## config.mk

```make
export PLATFORM = sky130hd
export DESIGN_NAME = lsu_mem_ctrl
export DESIGN_NICKNAME = d
export VERILOG_FILES = /design/src/rtl/lsu_mem_ctrl.sv
export SDC_FILE = /design/constraint.sdc
export NUM_CORES = 1
export LEC_CHECK = 0
export ABC_AREA = 1
export ABC_CLOCK_PERIOD_IN_PS = 4100
export BUFFER_PORTS_ARGS = -buffer_cell sky130_fd_sc_hd__buf_2
export CAP_MARGIN = 20
export CORE_MARGIN = 2
export CORE_UTILIZATION = 55
export DETAILED_ROUTE_END_ITERATION = 7
export PLACE_DENSITY_LB_ADDON = 0.08
export SYNTH_ARGS = -nofsm -noshare
export SYNTH_HDL_FRONTEND = slang
export SYNTH_SLANG_ARGS = --single-unit
```

## constraint.sdc

```tcl
create_clock -name clk -period 4.1 [get_ports clk]
set_input_delay 0.205 -clock clk [delete_from_list [all_inputs] [get_ports clk]]
set_output_delay 0.205 -clock clk [all_outputs]
set_load 0.03 [all_outputs]
```

## src/rtl/lsu_mem_ctrl.sv

```systemverilog
// Load/store controller in front of a byte-addressed data memory: validates each
// request, strobes the memory for WAIT_CYCLES cycles and returns a registered response.
module lsu_mem_ctrl #(
   parameter int unsigned ADDR_W      = 8,
   parameter int unsigned WAIT_CYCLES = 1
) (
   input  logic              clk,
   input  logic              rst_n,
   input  logic              req_valid,
   output logic              req_ready,
   input  logic              req_write,
   input  logic [2:0]        req_func3,
   input  logic [31:0]       req_addr,
   input  logic [31:0]       req_wdata,
   output logic              resp_valid,
   input  logic              resp_ready,
   output logic [31:0]       resp_rdata,
   output logic              resp_misaligned,
   output logic              resp_fault,
   output logic              mem_read,
   output logic              mem_write,
   output logic [ADDR_W-1:0] mem_addr,
   output logic [2:0]        mem_func3,
   output logic [31:0]       mem_wdata,
   input  logic [31:0]       mem_rdata
);

   typedef enum logic [1:0] {IDLE, ACCESS, RESP} state_t;

   localparam int unsigned       CNT_W = (WAIT_CYCLES > 1) ? $clog2(WAIT_CYCLES) : 1;
   localparam logic [CNT_W-1:0]  LAST  = CNT_W'(WAIT_CYCLES - 1);
   localparam logic              SINGLE_CYCLE = (WAIT_CYCLES == 1);

   state_t           state;
   logic [CNT_W-1:0] count;
   logic             lat_write;

   logic        legal;
   logic        misaligned;
   logic        range_fault;
   logic [2:0]  bytes;
   logic [32:0] last_byte;

   always_comb begin
      legal = 1'b0;
      if (req_write)
         legal = (req_func3 == 3'b000) || (req_func3 == 3'b001) || (req_func3 == 3'b010);
      else
         legal = (req_func3 == 3'b000) || (req_func3 == 3'b001) || (req_func3 == 3'b010) ||
                 (req_func3 == 3'b100) || (req_func3 == 3'b101);

      misaligned = ((req_func3[1:0] == 2'b01) && req_addr[0]) ||
                   ((req_func3[1:0] == 2'b10) && (req_addr[1:0] != 2'b00));

      case (req_func3[1:0])
         2'b01:   bytes = 3'd2;
         2'b10:   bytes = 3'd4;
         default: bytes = 3'd1;
      endcase

      // Range is judged on the full 32-bit address, so the sum gets a carry bit.
      last_byte   = {1'b0, req_addr} + 33'(bytes) - 33'd1;
      range_fault = |last_byte[32:ADDR_W];
   end

   assign req_ready = (state == IDLE) && rst_n;

   always_ff @(posedge clk or negedge rst_n) begin
      if (!rst_n) begin
         state           <= IDLE;
         count           <= '0;
         lat_write       <= 1'b0;
         resp_valid      <= 1'b0;
         resp_rdata      <= '0;
         resp_misaligned <= 1'b0;
         resp_fault      <= 1'b0;
         mem_read        <= 1'b0;
         mem_write       <= 1'b0;
         mem_addr        <= '0;
         mem_func3       <= '0;
         mem_wdata       <= '0;
      end else begin
         case (state)
            IDLE: begin
               if (req_valid) begin
                  lat_write  <= req_write;
                  resp_rdata <= '0;
                  if (misaligned || range_fault || !legal) begin
                     resp_misaligned <= misaligned;
                     resp_fault      <= range_fault || !legal;
                     resp_valid      <= 1'b1;
                     state           <= RESP;
                  end else begin
                     resp_misaligned <= 1'b0;
                     resp_fault      <= 1'b0;
                     mem_addr        <= req_addr[ADDR_W-1:0];
                     mem_func3       <= req_func3;
                     mem_wdata       <= req_wdata;
                     count           <= '0;
                     mem_read        <= !req_write;
                     mem_write       <= req_write && SINGLE_CYCLE;
                     state           <= ACCESS;
                  end
               end
            end
            ACCESS: begin
               if (count == LAST) begin
                  mem_read   <= 1'b0;
                  mem_write  <= 1'b0;
                  if (!lat_write)
                     resp_rdata <= mem_rdata;
                  resp_valid <= 1'b1;
                  count      <= '0;
                  state      <= RESP;
               end else begin
                  count <= count + 1'b1;
                  // Write strobe rises on entry to the final cycle: one write edge only.
                  if (CNT_W'(count + 1'b1) == LAST)
                     mem_write <= lat_write;
               end
            end
            RESP: begin
               if (resp_ready) begin
                  resp_valid <= 1'b0;
                  state      <= IDLE;
               end
            end
            default: state <= IDLE;
         endcase
      end
   end

endmodule

```

==> qor.yml, run 1 <==
path_max_fanout: 26
port_buffers: 184
grt_max_degree: 85
min_path_type: "input port to flip-flop"
slew_headroom_pct: 31.1
grt_pass1_vias: 5749
ir_drop_v: 0.000204
nFillCells: 1041
drtIter0Drc: 500
power_uw: 2010
io_pins: 185
syn-num-nets: 1109
slew_violations: 0
cts_buffers: 9
fp.dieW_um: 109
place_area_um2: 7100
fp-row-count: 38
initial_core_util_pct: 56.2
multiInputGateArea_um2: 3300
cts_resized: 0
clk_pin_slew_ps: 90
num_antenna_cells: 0
finalSetupTns_ps: 0
viasPerCell: 5.06
leakagePower_uw: 0.00477
routed_wirelength_mm: 16.5
wl_met1_mm: 7.10
ff_latch_area_um2: 2080
place.gp.congestion: 0.951
setup_viol: 0
ctsHoldBuffers: 0
synth-seq-cells: 83
grt_usage_pct: 27.2
fmax_mhz: 345
rsz0062_at_grt: "no"
finalCriticalPeriod_ps: 2900
grt_first_pass_wirelength_mm: 25.8
drtAntennaViolNets: 0
antenna_found_initial: 0
final_cell_mix: "407 x nand2_1, 183 x buf_2, 150 x inv_1"
layout_commonest_cell: "nand2_1"
critPathLaunchType: "input port"
outcome: "finished, final reports clean"
drc_errors: 0
synth_cells: 969
syn-mean-instance-area_um2: 6.29
synth_warnings: 0
fin_nets: 1290
cp.required_ps: 4380
hold_viol: 0
num_vias: 6548
met2_wirelength_mm: 7.73
post_cts_buffers: 0
insertion_delay_ps: 350
design.core.area_um2: 10800
cp-end-kind: "flip-flop"
design_area_um2: 7340
finClkSkew_ps: 14.0
worstMarginPinSlew_ps: 1030
dieArea_um2: 11900
synth.distinct_cells: 25
path_class: "input port to flip-flop"
synth_area_um2: 6090
syn_to_final_growth_pct: 20.6
htreeDepth: 3
arrival_ps: 3180
wl_met3_mm: 1.07
power.density_nw_per_um2: 274
drive_above_1_share_pct: 18.8
die_h_um: 109
grt.overflow.total: 0
tritoncts: "done"
drv_cap: 0
cts-root-buf: "clkbuf_8"
wl_per_cell_um: 12.7
dp_hpwl_mm: 13.1
cts.sinks: 83
firstDrtPassIters: 5
layout_worst_path_cycle_share_pct: 70.7
top_layer_used: "met4"
yosysSeqAreaShare_pct: 34.1
cts_buffer_depth: 2
[metrics by stage]
| stage | utilization, % | hold WS [ps] | worst slack, ps | std cells |
|---|---|---|---|---|
| after floorplan | - | -90.6 | 1360 | 969 |
| after global placement | 65.5 | 406 | 967 | 1277 |
| after detailed placement | 65.5 | 410 | 855 | 1277 |
| after CTS | 67.4 | 37.8 | 1190 | 1293 |
| after global routing | 67.8 | 55.6 | 888 | 1295 |
| final | 67.8 | 49.6 | 1200 | 1295 |
[synth_stat cells (all sizes together)]
master	number	area (um^2)
nand4	11	68.8
and2	1	6.26
clkbuf	9	33.8
o21a	2	15.0
nor3	8	50.1
dfrtp	83	2080
nand3b	8	60.1
ha	36	450
nor2	70	270
o21ai	12	60.1
inv	158	596
a21boi	1	7.51
a21oi	30	154
nand3	117	591
buf	11	86.3
o21bai	5	37.5
nand2	407	1530
[registers in the layout, summed over array words and instances (netlist names)]
signal           flops
resp_rdata          32
lat_write            1
mem_addr             8
mem_func3            3
resp_fault           1
resp_misaligned      1
mem_wdata           32
resp_valid           1
mem_write            1
mem_read             1
state                2
[cells by family after synthesis]
family / share of synthesized area (%)
flops: 34.1
buf+inv: 11.8
fa+ha+maj: 7.40
compound gates: 4.50
simple gates: 42.3
[area by class of cell]
type                       instances  share of cell area [%]
clock inverter                     3                   0.630
timing repair buffer             190                    13.5
inverter                         158                    8.11
tap                              140                    2.39
clock buffer                      13                    2.16
multi-input combinational        708                    44.9
sequential                        83                    28.3
[worst paths after layout]
kind,from,end,slack [ps],depth (start not counted)
max,req_func3[0],mem_wdata[10],1200,25
max in group asynchronous,rst_n,mem_wdata[14],3230,3
max reg2reg,state[1],resp_rdata[22],1630,8
min reg2reg,mem_wdata[23],mem_wdata[23],470,2
min in group asynchronous,rst_n,mem_wdata[30],260,2
min,req_wdata[30],mem_wdata[30],50,3
[metal layers]
metal,vias up,GRT usage (%)
met3,45,3.05
met4,0,13.1
met2,226,45.5
met5,-,0
li1,3366,-
met1,2911,35.0
[critical path: stages]
cell and delay (ps):
buf_2 120, inv_1 80, ha_1 170, inv_1 70, ha_1 270, inv_1 40, ha_1 290, nand2_1 90
inv_1 50, nand3_1 80, nand2_1 80, nand2_1 80, nand2_1 90, nand2_1 80, nand2_1 90, nand2_1 100
nand2_1 60, nand2_1 100, nand3_1 100, nor3_2 190, nand3_2 130, nor2_4 150, buf_4 290, nand2_1 100
nand2_1 80
[power by group]
| group | switching, uW | internal [uW] | leakage [uW] | total, uW |
|---|---|---|---|---|
| Clock | 286 | 317 | 0.0000998 | 603 |
| Combinational | 376 | 193 | 0.00352 | 569 |
| Sequential | 7.95 | 831 | 0.00115 | 839 |
| Total | 670 | 1340 | 0.00477 | 2010 |
(Power assumes the default switching activity.)
==> run 2, diff against run 1 <==
--- a/config.mk
+++ b/config.mk
@@ -6,11 +6,11 @@
 export NUM_CORES = 1
 export LEC_CHECK = 0
 export ABC_AREA = 1
-export ABC_CLOCK_PERIOD_IN_PS = 4100
+export ABC_CLOCK_PERIOD_IN_PS = 2900
 export BUFFER_PORTS_ARGS = -buffer_cell sky130_fd_sc_hd__buf_2
 export CAP_MARGIN = 20
 export CORE_MARGIN = 2
-export CORE_UTILIZATION = 55
+export CORE_UTILIZATION = 53
 export DETAILED_ROUTE_END_ITERATION = 7
 export PLACE_DENSITY_LB_ADDON = 0.08
 export SYNTH_ARGS = -nofsm -noshare
==> constraint.sdc (replaced) <==
create_clock -name clk -period 2.9 [get_ports clk]
set_input_delay 0.145 -clock clk [delete_from_list [all_inputs] [get_ports clk]]
set_output_delay 0.145 -clock clk [all_outputs]
set_load 0.03 [all_outputs]
==> run 2 against run 1 <==
Net effect:
- register-to-register slack lost 800 ps
- sequential power increased by 42%
- critical path depth is 1 lower
- worst hold slack got worse by 42 ps
- core utilization rose by 1.6 points
- clock skew decreased by 9.2 ps
- clock power up 69%
- clock-buffer cell count down 2
- die area rose by 3.6%
- total power is 53% higher
- cell area rose by 6.9%
==> qor.yml, run 2 (synthesized netlist as in run 1, its figures left out) <==
outcome: "finished, final reports clean"  # unchanged
r2r_end: "resp_rdata[2]"  # was resp_rdata[22]
ff_latch_area_um2: 2080  # unchanged
fp-row-count: 39  # was 38
viasPerCell: 5.09  # was 5.06
wl_met3_mm: 1.08  # was 1.07 mm
met2_wirelength_mm: 8.89  # was 7.73 mm
place_area_um2: 7250  # was 7100 um^2
firstDrtPassIters: 6  # was 5
r2r_cells: 9  # was 8
dp_slack_ps: -216  # was 855 ps
worst_hold_startpoint: "req_wdata[24]"  # was req_wdata[30]
routed_wirelength_mm: 18.0  # was 16.5 mm
final_core_util_pct: 69.4  # was 67.8%
grt.overflow.total: 0  # unchanged
ir_drop_v: 0.000390  # was 0.000204 V
drtAntennaViolNets: 0  # unchanged
grt_usage_pct: 27.3  # was 27.2%
final_cell_mix: "396 x nand2_1, 183 x buf_2, 145 x inv_1"  # was 407 x nand2_1, 183 x buf_2, 150 x inv_1
multiInputGateArea_um2: 3400  # was 3300 um^2
slew_violations: 0  # unchanged
rrSetupSlack_ps: 830  # was 1630 ps
fin_ws_ps: 181  # was 1200 ps
hold_viol: 0  # unchanged
tritoncts: "done"  # unchanged
path_cells: "buf_2 -> inv_2 -> ha_2 -> inv_2 -> ha_4 -> inv_2 -> ha_4 -> nand3_1 -> nand2_2 -> nand2_1 -> nand3b_1 -> nand2_1 -> nand2_1 -> nand2_1 -> nand2_1 -> nor2_1 -> nand3_1 -> nor2_2 -> nand3_2 -> nor2_4 -> buf_12 -> clkbuf_16 -> nand2_1 -> nand2_1"
nFillCells: 1030  # was 1041
wl_per_cell_um: 13.6  # was 12.7 um
wl_met1_mm: 7.65  # was 7.10 mm
arrival_ps: 2990  # was 3180 ps
finalCriticalPeriod_ps: 2720
place.gp.congestion: 0.974  # was 0.951
design.core.area_um2: 11300  # was 10800 um^2
cts.sinks: 83  # unchanged
insertion_delay_ps: 330  # was 350 ps
port_buffers: 184  # unchanged
hold_path_depth: 3  # unchanged
finClkSkew_ps: 4.85  # was 14.0 ps
path_max_fanout: 8  # was 26
num_antenna_cells: 0  # unchanged
worstMarginPinSlew_ps: 624  # was 1030 ps
fin_nets: 1318  # was 1290
grt_first_pass_wirelength_mm: 28.0  # was 25.8 mm
fmax_mhz: 368
grt_max_degree: 45  # was 85
drc_errors: 0  # unchanged
min_path_type: "input port to flip-flop"  # unchanged
top_layer_used: "met4"  # unchanged
path_class: "input port to flip-flop"  # unchanged
drv_cap: 0  # unchanged
layout_worst_path_cycle_share_pct: 93.8
power.density_nw_per_um2: 392  # was 274 nW/um^2
syn_to_final_growth_pct: 28.9  # was 20.6%
top_regs: "mem_wdata x32, resp_rdata x32, mem_addr x8"  # unchanged
die_h_um: 111  # was 109 um
grt_pass1_vias: 6148  # was 5749
cts_buffer_depth: 2  # unchanged
cp_slowest_stage_delay_ps: 250  # was 290 ps
slowest_stage: "ha_4"  # was ha_1
path_common_cell: "nand2_1"  # unchanged
fp.dieW_um: 111  # was 109 um
io_pins: 185  # unchanged
drive_above_1_share_pct: 23.1  # was 18.8%
design_area_um2: 7850  # was 7340 um^2
leakagePower_uw: 0.00497  # was 0.00477 uW
cp.required_ps: 3170  # was 4380 ps
cp-end-kind: "flip-flop"  # unchanged
rr_startpoint: "state[1]"  # unchanged
cts-root-buf: "clkbuf_16"  # was clkbuf_8
htreeDepth: 3  # unchanged
setup_viol: 0  # unchanged
dieArea_um2: 12400  # was 11900 um^2
drtIter0Drc: 531  # was 500
holdPathEnd: "mem_wdata[24]"  # was mem_wdata[30]
critPathLaunchType: "input port"  # unchanged
cts_buffers: 9  # unchanged
dp_hpwl_mm: 13.4  # was 13.1 mm
num_vias: 6749  # was 6548
initial_core_util_pct: 53.8  # was 56.2%
antenna_found_initial: 0  # unchanged
clk_pin_slew_ps: 60  # was 90 ps
slew_headroom_pct: 58.4  # was 31.1%
layout_commonest_cell: "nand2_1"  # unchanged
run 2: layout make-up:
type                            count  area share (%)
Sequential cell                    83            26.5
Inverter                          158            7.89
Multi-Input combinational cell    708            43.3
Clock buffer                       11            2.96
Tap cell                          143            2.28
Timing Repair inverter              2           0.287
Timing Repair Buffer              216            16.4
Clock inverter                      5           0.382
run 2: layer usage:
layer	global-route usage, %	vias to the layer above
li1	-	3425
met5	0	-
met1	35.0	3055
met3	4.32	29
met4	8.64	0
met2	47.3	240
run 2: repair_timing:
item                                   CTS  global route
setup endpoints to repair                0            48
endpoints found under the hold margin   42             0
hold buffers                             1             0
buffers inserted                         0             4
resized for setup                        0            37
run 2: worst max path at each step:
stage / from / end / slack [ps] / cells past startpoint
after floorplan: req_func3[0] / mem_addr[0] / 220 / 25
final: req_func3[0] / mem_addr[1] / 180 / 24
after CTS: req_func3[0] / mem_wdata[19] / 120 / 25
after global placement: req_func3[0] / mem_wdata[10] / -110 / 25
after global routing: req_func3[0] / mem_addr[1] / -30 / 27
after detailed placement: req_func3[0] / mem_wdata[19] / -220 / 25
run 2: report_power, final:
part           switching [uW]  internal [uW]
Combinational             557            309
Sequential               11.8           1180
Clock                     448            576
Total                    1020           2060
run 2: through the flow:
| stage | std cells | setup TNS, ps | hold WS (ps) | power (uW) |
|---|---|---|---|---|
| after floorplan | 969 | 0 | -151 | 1740 |
| after global placement | 1297 | -4630 | 174 | 2030 |
| after detailed placement | 1297 | -8540 | 169 | 2040 |
| after CTS | 1314 | 0 | 2.26 | 3040 |
| after global routing | 1326 | -553 | 1.19 | 3260 |
| final | 1326 | 0 | 7.94 | 3080 |
run 2: worst max-delay path: cells and delay by family:
family        cells  cell delay, ps
buf+inv           6             600
simple gates     15            1570
fa+ha+maj         3             660
